<file path="src/rtl/fetch_buffer.sv">
// fetch_buffer: instruction prefetch stage in front of the CPU fetch/decode input.
// Owns the fetch PC, issues reads to a 1-cycle-latency instruction memory,
// queues returned {addr, data} pairs in a small FIFO and presents the head
// instruction to the CPU. A taken-branch redirect flushes the queue and drops
// every read still in flight.
module fetch_buffer #(
    parameter int unsigned       ADDR_W     = 11,
    parameter int unsigned       DATA_W     = 32,
    parameter int unsigned       DEPTH      = 4,
    parameter logic [ADDR_W-1:0] RESET_ADDR = '0,
    parameter logic [DATA_W-1:0] NOOP_WORD  = '0
) (
    input  logic                       clk,
    input  logic                       resetn,
    input  logic                       redirect_valid,
    input  logic [ADDR_W-1:0]          redirect_addr,
    input  logic                       instr_ready,
    output logic                       imem_rd_en,
    output logic [ADDR_W-1:0]          imem_addr,
    input  logic [DATA_W-1:0]          imem_rdata,
    output logic [DATA_W-1:0]          instr_out,
    output logic                       instr_valid,
    output logic [ADDR_W-1:0]          instr_pc,
    output logic [$clog2(DEPTH):0]     count
);

    localparam int unsigned PTR_W = $clog2(DEPTH);
    localparam int unsigned CNT_W = PTR_W + 1;

    // Fetch side
    logic [ADDR_W-1:0] fetch_pc_q,  fetch_pc_d;
    logic              rd_en_q,     rd_en_d;
    logic [ADDR_W-1:0] rd_addr_q,   rd_addr_d;

    // Read whose data is on imem_rdata this cycle, and the address it was issued for
    logic              pend_q,      pend_d;
    logic [ADDR_W-1:0] pend_addr_q, pend_addr_d;

    // FIFO bookkeeping
    logic [PTR_W-1:0]  wr_ptr_q,    wr_ptr_d;
    logic [PTR_W-1:0]  rd_ptr_q,    rd_ptr_d;
    logic [CNT_W-1:0]  count_q,     count_d;

    // FIFO storage
    logic [ADDR_W-1:0] fifo_addr_q [DEPTH];
    logic [DATA_W-1:0] fifo_data_q [DEPTH];

    logic              push;
    logic              pop;
    logic              issue;
    logic [CNT_W:0]    credit;

    // Handshake decode: redirect overrides both the return push and the CPU pop
    always_comb begin
        push   = pend_q && !redirect_valid;
        pop    = instr_ready && (count_q != '0) && !redirect_valid;
        // Two reads can be outstanding (one just issued, one returning), so both
        // are charged against free space; a pop this cycle earns no credit.
        credit = {1'b0, count_q}
               + {{CNT_W{1'b0}}, rd_en_q}
               + {{CNT_W{1'b0}}, pend_q};
        issue  = !redirect_valid && (credit < (CNT_W+1)'(DEPTH));
    end

    // Next-state computation for fetch, in-flight tracking and FIFO pointers
    always_comb begin
        fetch_pc_d  = fetch_pc_q;
        rd_en_d     = 1'b0;
        rd_addr_d   = rd_addr_q;
        pend_d      = rd_en_q;
        pend_addr_d = rd_addr_q;
        wr_ptr_d    = wr_ptr_q;
        rd_ptr_d    = rd_ptr_q;
        count_d     = count_q;

        if (redirect_valid) begin
            // Restart at the branch target immediately; the read issued this
            // cycle is stale, so it must not be tracked as returning.
            rd_en_d    = 1'b1;
            rd_addr_d  = redirect_addr;
            fetch_pc_d = redirect_addr + ADDR_W'(1);
            pend_d     = 1'b0;
            wr_ptr_d   = '0;
            rd_ptr_d   = '0;
            count_d    = '0;
        end else begin
            if (issue) begin
                rd_en_d    = 1'b1;
                rd_addr_d  = fetch_pc_q;
                fetch_pc_d = fetch_pc_q + ADDR_W'(1);
            end
            if (push) begin
                wr_ptr_d = wr_ptr_q + PTR_W'(1);
            end
            if (pop) begin
                rd_ptr_d = rd_ptr_q + PTR_W'(1);
            end
            case ({push, pop})
                2'b10:   count_d = count_q + CNT_W'(1);
                2'b01:   count_d = count_q - CNT_W'(1);
                default: count_d = count_q;
            endcase
        end
    end

    // Control state registers with synchronous active-low reset
    always_ff @(posedge clk) begin
        if (!resetn) begin
            fetch_pc_q  <= RESET_ADDR;
            rd_en_q     <= 1'b0;
            rd_addr_q   <= '0;
            pend_q      <= 1'b0;
            pend_addr_q <= '0;
            wr_ptr_q    <= '0;
            rd_ptr_q    <= '0;
            count_q     <= '0;
        end else begin
            fetch_pc_q  <= fetch_pc_d;
            rd_en_q     <= rd_en_d;
            rd_addr_q   <= rd_addr_d;
            pend_q      <= pend_d;
            pend_addr_q <= pend_addr_d;
            wr_ptr_q    <= wr_ptr_d;
            rd_ptr_q    <= rd_ptr_d;
            count_q     <= count_d;
        end
    end

    // FIFO storage write; returning data is never captured during reset
    always_ff @(posedge clk) begin
        if (resetn && push) begin
            fifo_addr_q[wr_ptr_q] <= pend_addr_q;
            fifo_data_q[wr_ptr_q] <= imem_rdata;
        end
    end

    // Outputs driven straight from registered state and the FIFO head
    always_comb begin
        imem_rd_en  = rd_en_q;
        imem_addr   = rd_addr_q;
        count       = count_q;
        instr_valid = (count_q != '0);
        instr_out   = NOOP_WORD;
        instr_pc    = '0;
        if (count_q != '0) begin
            instr_out = fifo_data_q[rd_ptr_q];
            instr_pc  = fifo_addr_q[rd_ptr_q];
        end
    end

endmodule

</file>
<file path="config.mk">
export PLATFORM = sky130hd
export DESIGN_NAME = fetch_buffer
export DESIGN_NICKNAME = d
export VERILOG_FILES = /design/src/rtl/fetch_buffer.sv
export SDC_FILE = /design/constraint.sdc
export NUM_CORES = 1
export LEC_CHECK = 0
export CAP_MARGIN = 20
export CELL_PAD_IN_SITES_DETAIL_PLACEMENT = 1
export CELL_PAD_IN_SITES_GLOBAL_PLACEMENT = 1
export CORE_MARGIN = 2
export CORE_UTILIZATION = 40
export CTS_CLUSTER_DIAMETER = 80
export DETAILED_ROUTE_END_ITERATION = 7
export PLACE_DENSITY = 0.68
export REMOVE_ABC_BUFFERS = 1
export SYNTH_ARGS = -nofsm -noshare
export SYNTH_HDL_FRONTEND = slang
export SYNTH_SLANG_ARGS = --single-unit
</file>
<file path="constraint.sdc">
create_clock -name clk -period 2.53 [get_ports clk]
set_input_delay 0.3795 -clock clk [delete_from_list [all_inputs] [get_ports clk]]
set_output_delay 0.3795 -clock clk [all_outputs]
set_load 0.1 [all_outputs]
</file>
==> results of run 1 <==
==> repair_timing <==
action | 4_1_cts | 5_1_grt
setup buffers | 6 | 2
pin swaps | 0 | 0
gates resized for setup | 3 | 1
endpoints found under the setup margin | 37 | 24
==> power by group <==
group | internal (mW) | switching [mW] | leakage (nW)
combinational | 0.177 | 0.285 | 1.55
clock | 1.84 | 1.24 | 0.339
sequential | 3.87 | 0.0425 | 1.90
total | 5.88 | 1.56 | 3.79
==> per-layer routing <==
layer	global-route usage, %	vias up	wire, um
met5	0	-	0
met4	3.44	0	188
met3	3.03	10	994
met2	28.6	129	9270
met1	22.2	2400	7930
li1	-	2180	-
==> registers in the layout (all words and copies together) (netlist names), named ones only <==
name / flops
count: 3
fetch_pc_q: 11
fifo_addr_q: 44
fifo_data_q: 128
imem_addr: 11
imem_rd_en: 1
pend_addr_q: 11
pend_q: 1
rd_ptr_q: 2
wr_ptr_q: 2
==> kinds of logic after synthesis <==
logic type               share of synthesized area, %
multiplexers                                     12.9
XOR/XNOR                                         1.64
buffers and inverters                            1.71
adder cells (fa/ha/maj)                          1.26
AO/OA/AOI/OAI                                    4.02
AND/OR/NAND/NOR                                  7.97
flip-flops                                       70.6
==> worst max-delay path, stage by stage, from the launching register on <==
cell     delay, ns
dfxtp_4       0.46
buf_12        0.20
mux4_2        0.52
nor2b_1       0.19
buf_12        0.20
==> path summary, 6_finish.rpt <==
| check | start | to | slack [ns] |
|---|---|---|---|
| setup / recovery | flip-flop | instr_pc[9] | 0.06 |
| hold / removal | pend_addr_q[6] | fifo_addr_q[2][6] | 0.48 |
| setup reg to reg | pend_q | imem_addr[1] | 0.39 |
| hold reg to reg | pend_addr_q[6] | fifo_addr_q[2][6] | 0.48 |
==> placed cells by master, fill, tap and decap left out, types with 7 or more instances in the layout <==
master	n
dfxtp_1	42
nand2_1	26
xor2_1	12
buf_12	50
a21oi_1	11
nor2b_1	42
edfxtp_1	172
clkbuf_1	9
inv_1	10
mux4_2	43
clkdlybuf4s50_1	46
mux2i_1	10
ha_1	7
buf_4	36
and2_1	11
clkbuf_16	22
nor2_1	22
==> cell type report <==
type	instances	share of cell area [%]
Clock buffer	35	5.66
Clock inverter	5	0.565
Inverter	11	0.366
Multi-Input combinational cell	248	21.2
Sequential cell	216	53.6
Tap cell	275	3.05
Timing Repair Buffer	134	15.5
==> stage by stage <==
stage	worst slack (ns)	utilization [%]	setup TNS, ns
6_report	0.0597	53.7	0
5_1_grt	-0.0324	53.7	-0.0675
4_1_cts	0.0123	53.6	0
3_5_place_dp	0.0330	50.0	0
3_3_place_gp	0.0658	50.0	0
2_1_floorplan	-1.55	-	-71.02
==> summary.md, run 1 <==
| Metric | Value |
|---|---|
| Ys Warns | `0` |
| Rel. slew slack | `~70%` |
| Average wire per standard cell | `19.9 um` |
| CTS clock-pin slew for the worst setup and hold paths | `0.06 ns` |
| 1st-pass router iterations | `4` |
| Root Buffer | `clkbuf_16` |
| CTS Hold Bufs | `0` |
| Antenna violations before repair | `0` |
| Area leader, netlist | `edfxtp_1` |
| Worst reg2reg path depth | `6` |
| Number of synthesized flops with an enable pin | `between 150 and 200` |
| RSZ-0062 raised after global routing | `true` |
| Primary FF master, synth | `edfxtp_1` |
| Total track usage | `approximately 17%` |
| Worst-case vdd ir drop | `between 0.0003 and 0.0004 V` |
| Number of antenna diodes | `0` |
| Vias in the first global route | `5232` |
| Post-route antenna net violation count | `0` |
| Input/output buffers | `105` |
| Die area | `around 23000 sq um` |
| Cell row count | `53` |
| Final hold violation count | `0` |
| Arr. time, crit path | `2.09 ns` |
| HPWL after detailed placement | `11700 um` |
| Pin count of the biggest net entering global routing | `45` |
| Placed cell count | `876` |
| Vias per Instance | `5.11` |
| Multi-input gate area | `between 2000 and 2500 sq um` |
| GP Congestion | `0.810` |
| Bufs on Longest Clock Path | `3` |
| Count leader, synth | `edfxtp_1` |
| CP required | `2.15 ns` |
| Worst Hold Class | `flip-flop to flip-flop` |
| Sequential share of the synthesized area | `70.6%` |
| Iter 0 DRT Violations | `between 200 and 250` |
| Cells after synthesis | `498` |
| Hold depth | `0` |
| Leakage | `3.79 nW` |
| Pwr Density | `roughly 660 nW/um^2` |
| CTS tree | `built` |
| Layout Nets | `688` |
| Status | `finished, final reports clean` |
| Via count | `4719` |
| Layout cells sized above 1 | `between 20% and 30%` |
| Clk_lat worst skew | `~0.50 ns` |
| Routed Wire Length | `18400 um` |
| Number of synthesized register bits | `216` |
| Die X | `between 150 and 200 um` |
| Final instance area | `11300 sq um` |
| Placed inst area | `10500 sq um` |
| Area growth from synthesis to layout | `31.7%` |
| Top post-synthesis cells by area | `edfxtp_1, mux4_2, dfxtp_1` |
| I/O pins | `106` |
| Setup-failing EPs final | `0` |
| Final hold slack | `0.476 ns` |
| Global-route wire length before repair | `28900 um` |
| Overall power | `between 7 and 8 mW` |
| Num Clock Sinks | `216` |
| Setup crit start kind | `flip-flop` |
| Fillers | `1932` |
| Setup Skew | `~0.023 ns` |
| CP endpoint kind | `output pin` |
| Max Cap Viol | `0` |
| Final cell count without fillers | `924` |
| Initial Util | `40.8%` |
| Post-route DRC | `0` |
| Synth cell count leaders | `edfxtp_1, dfxtp_1, mux4_2, nor2b_1, nand2_1` |
| Max FO, Critical Path | `13` |
| GR Overflow Total | `0` |
| Die height | `150 um` |
| Core ar. | `about 21000 sq um` |
| Htree depth | `1` |
| Post-synth top area share | `60.3%` |
| Worst-Margin Slew | `0.448 ns` |
| WS Path Type | `flip-flop to output pin` |
| Final slew viol count | `0` |
| Synthesized area per cell | `17.2 sq um` |
| Asr flop ratio synth | `0%` |
| Yosys cell types | `48` |
| Fin crit share | `a little over nine tenths` |
| CTS Buf Count | `22` |
| Max Freq | `0.405 GHz` |
| Synthesized area | `roughly 8600 sq um` |
| Fin crit period | `2.47 ns` |
| Reg area | `about 6100 sq um` |
(Power assumes the default switching activity.)
==> run 2, diff against run 1 <==
Settings changed: PLACE_DENSITY 0.68 to 0.74.
==> run 2 against run 1 <==
Worst hold slack worse by 0.015 ns; sequential share of layout area is 0.16 points lower; critical path depth stayed put; global-route usage is 0.053 points higher; sequential cell count stayed put; register-to-register slack worse by 0.05 ns; cell area is 0.26% higher; clock skew is 0.015 ns lower; core utilization is 0.14 points higher; power is 2.5% higher; critical path type unchanged; critical endpoint is now instr_out[10]; largest power group unchanged; highest routed layer unchanged.
==> summary.md, run 2 (synthesis results as in run 1) <==
| Metric | Value |
|---|---|
| Input/output buffers | `105 (unchanged)` |
| Area growth from synthesis to layout | `32.0%` |
| Antenna violations before repair | `0 (unchanged)` |
| Fin crit share | `95.4% (-2.2 points)` |
| Htree depth | `1 (unchanged)` |
| Max reg flops | `128 (unchanged)` |
| Number of antenna diodes | `0 (unchanged)` |
| Vias in the first global route | `5286 (+1.0%)` |
| Setup-failing EPs final | `0 (unchanged)` |
| Die area | `22600 sq um (unchanged)` |
| RSZ-0062 raised after global routing | `false` |
| Iter 0 DRT Violations | `169 (-22%)` |
| Clk_lat worst skew | `0.49 ns (about the same)` |
| Worst-Margin Slew | `0.427 ns (-0.0208 ns)` |
| Num Clock Sinks | `216 (unchanged)` |
| Via count | `4747 (+0.59%)` |
| Final slew viol count | `0 (unchanged)` |
| 1st-pass router iterations | `4 (unchanged)` |
| WS Path Type | `flip-flop to output pin` |
| CP required | `2.15 ns (about the same)` |
| GP Congestion | `0.891 (+10%)` |
| Worst-case vdd ir drop | `0.000352 V (-8.3%)` |
| Fin crit period | `2.41 ns (-0.0559 ns)` |
| Final hold slack | `0.462 ns (-0.0148 ns)` |
| Setup Skew | `0.00744 ns (-0.0152 ns)` |
| HPWL after detailed placement | `12000 um (+3.0%)` |
| CP endpoint kind | `output pin` |
| I/O pins | `106 (unchanged)` |
| Setup TNS | `0 ns (unchanged)` |
| Fillers | `1929 (-0.16%)` |
| Layout cells sized above 1 | `27.3% (-1.2 points)` |
| Global-route wire length before repair | `29200 um (+1.1%)` |
| Layout Nets | `681 (-1.0%)` |
| CTS tree | `built` |
| Top reg by flops | `fifo_data_q` |
| Origin of the worst min-delay path | `fetch_pc_q[0]` |
| Average wire per standard cell | `19.8 um (-0.37%)` |
| Reg area | `6050 sq um (about the same)` |
| Worst-case hold path end point | `fetch_pc_q[0]` |
| Total track usage | `16.7% (+0.053 points)` |
| Reg-to-reg startpoint | `count[2]` |
| Routed Wire Length | `18200 um (-1.1%)` |
| Leakage | `3.78 nW (-0.39%)` |
| Top Registers | `fifo_data_q x128, fifo_addr_q x44` |
| Final hold violation count | `0 (unchanged)` |
| Worst Hold Class | `flip-flop to flip-flop` |
| Rel. slew slack | `71.4% (+1.4 points)` |
| Vias per Instance | `5.18 (+1.4%)` |
| Worst reg2reg path depth | `8 (+2)` |
| CTS clock-pin slew for the worst setup and hold paths | `0.06 ns (about the same)` |
| GR Overflow Total | `0 (unchanged)` |
| Post-route DRC | `0 (unchanged)` |
| Status | `finished, final reports clean` |
| Max Freq | `0.414 GHz (+2.3%)` |
| Initial Util | `40.8% (unchanged)` |
| Most frequent cells in the layout | `edfxtp_1, buf_12, clkdlybuf4s50_1` |
| CTS Buf Count | `23 (+4.5%)` |
| Arr. time, crit path | `2.03 ns (-0.06 ns)` |
| Bufs on Longest Clock Path | `3 (unchanged)` |
| Multi-input gate area | `2390 sq um (-0.10%)` |
| Core ar. | `21000 sq um (unchanged)` |
| Flop2flop setup slack | `0.34 ns (-0.05 ns)` |
| Die height | `150 um (unchanged)` |
| Max Cap Viol | `0 (unchanged)` |
| Root Buffer | `clkbuf_16` |
| Pin count of the biggest net entering global routing | `45 (unchanged)` |
| Pwr Density | `675 nW/um^2 (+2.2%)` |
| CTS Hold Bufs | `0 (unchanged)` |
| Max FO, Critical Path | `19 (+6)` |
| Hold depth | `2 (+2)` |
| Setup crit start kind | `flip-flop` |
| Die X | `150 um (unchanged)` |
| Post-route antenna net violation count | `0 (unchanged)` |
| R2r endpoint | `count[2]` |
| Most common cell after layout, fill and taps aside | `edfxtp_1` |
| Cell row count | `53 (unchanged)` |
-- run 2: repair_timing --
action | in CTS | in global routing
gates resized for setup | 1 | 0
buffers inserted | 2 | 0
setup endpoints to repair | 37 | 0
-- run 2: critical path: stages (launching register included) --
cell and delay, ns:
dfxtp_4 0.42, buf_12 0.21, mux4_2 0.52, nor2b_1 0.18, buf_12 0.20
-- run 2: final cells by class --
class	instances	area share, %
Inverter	11	0.365
Clock inverter	8	1.02
Tap cell	275	3.04
Sequential cell	216	53.5
Timing Repair Buffer	126	15.5
Multi-Input combinational cell	248	21.1
Clock buffer	33	5.51
-- run 2: where the power goes --
group	switching, mW	total, mW	internal [mW]
registers	0.0400	3.91	3.87
clock network	1.25	3.26	2.01
logic	0.283	0.461	0.178
total	1.57	7.63	6.06
-- run 2: worst max path at each step --
| stage | endpoint | slack [ns] |
|---|---|---|
| global route | instr_out[10] | 0.0007 |
| floorplan | instr_out[0] | -1.55 |
| global placement | fetch_pc_q[10] | 0.11 |
| finish | instr_out[10] | 0.12 |
| detailed placement | fetch_pc_q[10] | 0.05 |
| CTS | instr_out[10] | 0.07 |
-- run 2: stage by stage --
step / worst slack [ns] / cell area [sq um] / util, % / total power, mW / instances
2_1_floorplan: -1.55 / 8460 / - / 4.23 / 475
3_3_place_gp: 0.107 / 10600 / 50.2 / 4.43 / 874
3_5_place_dp: 0.0458 / 10600 / 50.2 / 4.45 / 874
4_1_cts: 0.0697 / 11300 / 53.8 / 7.74 / 917
5_1_grt: 0.000694 / 11300 / 53.8 / 7.89 / 917
6_report: 0.116 / 11300 / 53.8 / 7.63 / 917
-- run 2: routing by layer --
layer / track usage (%) / routed length, um / part of all wire (%) / vias up
met5: 0 / 0 / 0 / -
met2: 28.8 / 9150 / 50 / 127
met3: 2.91 / 920 / 5.1 / 26
met1: 22.2 / 7810 / 43 / 2432
li1: - / - / - / 2162
met4: 3.54 / 289 / 1.6 / 0
==> run 3, diff against run 2 <==
Settings changed: CORE_UTILIZATION 40 to 42, PLACE_DENSITY 0.74 to 0.77.
==> run 3 against run 2 <==
Core utilization up 2.9 points; first-iteration DRC count up 53%; largest cell class unchanged; largest power group unchanged; sequential share of layout area down 0.40 points; clock power up 7.7%; maximum frequency down 1.5%; register-to-register slack worse by 0.02 ns; worst setup slack worse by 0.037 ns; non-clock buffer count up 6; wire length up 4.4%; critical path depth unchanged.
==> summary.md, run 3 (synthesis results as in run 1) <==
| Metric | Value |
|---|---|
| Fin crit share | `96.9% (+1.4 points)` |
| Setup TNS | `0 ns (unchanged)` |
| Area growth from synthesis to layout | `33.1%` |
| HPWL after detailed placement | `12300 um (+2.2%)` |
| Top Registers | `fifo_data_q x128, fifo_addr_q x44` |
| Top reg by flops | `fifo_data_q` |
| Post-route antenna net violation count | `0 (unchanged)` |
| GR Overflow Total | `0 (unchanged)` |
| I/O pins | `106 (unchanged)` |
| Most common cell after layout, fill and taps aside | `edfxtp_1` |
| DR top layer | `met4` |
| Setup crit start kind | `flip-flop` |
| GP Congestion | `0.807 (-9.4%)` |
| Metal-1 WL | `8040 um (+2.9%)` |
| Average wire per standard cell | `20.6 um (+3.8%)` |
| Worst-case vdd ir drop | `0.000409 V (+16%)` |
| Global-route wire length before repair | `30100 um (+3.0%)` |
| Setup-failing EPs final | `0 (unchanged)` |
| Worst Hold Class | `flip-flop to flip-flop` |
| Htree depth | `1 (unchanged)` |
| Final hold violation count | `0 (unchanged)` |
| Num Clock Sinks | `216 (unchanged)` |
| Max Cap Viol | `0 (unchanged)` |
| Worst path bufs/invs | `2 (unchanged)` |
| Layout Nets | `688 (+1.0%)` |
| CTS Buf Count | `24 (+4.3%)` |
| Root Buffer | `clkbuf_16` |
| Met2 wire len | `9530 um (+4.1%)` |
| Arr. time, crit path | `2.07 ns (+0.04 ns)` |
| Rel. slew slack | `66.4% (-5.0 points)` |
| Overall power | `7.89 mW (+3.3%)` |
| Via count | `4763 (+0.34%)` |
| Total track usage | `18.0% (+1.3 points)` |
| CP top delay family | `multiplexers` |
| Max Freq | `0.408 GHz (-1.5%)` |
| Setup Skew | `0.00772 ns (+0.000282 ns)` |
| Max reg flops | `128 (unchanged)` |
| Antenna violations before repair | `0 (unchanged)` |
| Vias in the first global route | `5376 (+1.7%)` |
| Vias per Instance | `5.17 (-0.21%)` |
| CTS clock-pin slew for the worst setup and hold paths | `0.06 ns (about the same)` |
| Max FO, Critical Path | `9 (-10)` |
| Worst-path cell chain | `buf_6 -> mux4_2 -> nor2b_1 -> buf_12` |
| CTS tree | `built` |
| Leakage | `3.84 nW (+1.5%)` |
| Fin crit period | `2.45 ns (+0.0366 ns)` |
| Bufs on Longest Clock Path | `3 (unchanged)` |
| Worst-Margin Slew | `0.502 ns (+0.0747 ns)` |
| Routed Wire Length | `19000 um (+4.4%)` |
| Post-route DRC | `0 (unchanged)` |
| RSZ-0062 raised after global routing | `false` |
| Met3 WL | `1100 um (+19%)` |
| Cell row count | `52 (-1.9%)` |
| Final slew viol count | `0 (unchanged)` |
| Status | `finished, final reports clean` |
| Input/output buffers | `105 (unchanged)` |
| Crit-path slowest cell | `mux4_2` |
| Most frequent cells in the layout | `edfxtp_1, buf_12, clkdlybuf4s50_1` |
| Max incr delay on CP | `0.50 ns (-0.02 ns)` |
| WS Path Type | `flip-flop to output pin` |
| CP endpoint kind | `output pin` |
| Flop2flop setup slack | `0.32 ns (-0.02 ns)` |
| 1st-pass router iterations | `4 (unchanged)` |
| Core ar. | `20100 sq um (-4.4%)` |
| Final hold slack | `0.472 ns (+0.00989 ns)` |
| CP required | `2.15 ns (about the same)` |
| Die X | `147 um (-2.3%)` |
| Layout cells sized above 1 | `28.9% (+1.6 points)` |
| Clk_lat worst skew | `0.50 ns (about the same)` |
| Die area | `21600 sq um (-4.6%)` |
| Iter 0 DRT Violations | `259 (+53%)` |
| Pwr Density | `692 nW/um^2 (+2.5%)` |
| CTS Hold Bufs | `0 (unchanged)` |
| Pin count of the biggest net entering global routing | `45 (unchanged)` |
| Die height | `147 um (-2.3%)` |
| Initial Util | `42.6% (+1.9 points)` |
-- run 3: worst paths after layout --
check	from	to	cells after the start
setup / recovery	flip-flop	instr_pc[2]	4
hold / removal	pend_addr_q[8]	fifo_addr_q[3][8]	0
setup reg to reg	count[2]	count[2]	8
hold reg to reg	pend_addr_q[8]	fifo_addr_q[3][8]	0
-- run 3: power by group --
group          leakage [nW]  switching, mW  total [mW]  internal [mW]
Sequential             1.90         0.0403        3.91           3.87
Clock                 0.387           1.35        3.51           2.17
Combinational          1.55          0.287       0.464          0.177
-- run 3: through the flow --
| stage | util (%) | area [sq um] | setup slack (ns) | cells |
|---|---|---|---|---|
| 2_1_floorplan | - | 8460 | -1.55 | 475 |
| 3_3_place_gp | 52.3 | 10500 | 0.0957 | 873 |
| 3_5_place_dp | 52.3 | 10500 | 0.0300 | 873 |
| 4_1_cts | 56.5 | 11400 | 0.0281 | 920 |
| 5_1_grt | 56.7 | 11400 | 0.00865 | 921 |
| 6_report | 56.7 | 11400 | 0.0790 | 922 |
-- run 3: metal layers --
metal | vias up | global-route usage (%)
met4 | 0 | 4.37
met1 | 2409 | 23.0
met2 | 142 | 31.6
met5 | - | 0
li1 | 2187 | -
met3 | 25 | 3.73
-- run 3: final cells by class --
class / count / area (sq um)
fill: 1824 / 8700
sequential: 216 / 6050
multi-input combinational: 248 / 2390
timing repair buffer: 132 / 1760
clock buffer: 31 / 668
tap: 270 / 338
clock inverter: 13 / 150
inverter: 11 / 41.3
antenna: 1 / 2.50
-- run 3: timing repair --
item,4_1_cts,5_1_grt
setup buffers,3,0
resized for setup,2,2
setup endpoints to repair,40,9
pin swaps,0,0
cloned,0,1
-- run 3: worst register-to-register path, stage by stage (launching register included) --
cell,delay (ns)
dfxtp_1,0.51
nor3_4,0.11
nor3b_2,0.23
ha_1,0.21
inv_1,0.06
fa_1,0.38
xor2_1,0.17
or3_1,0.32
a21oi_1,0.15
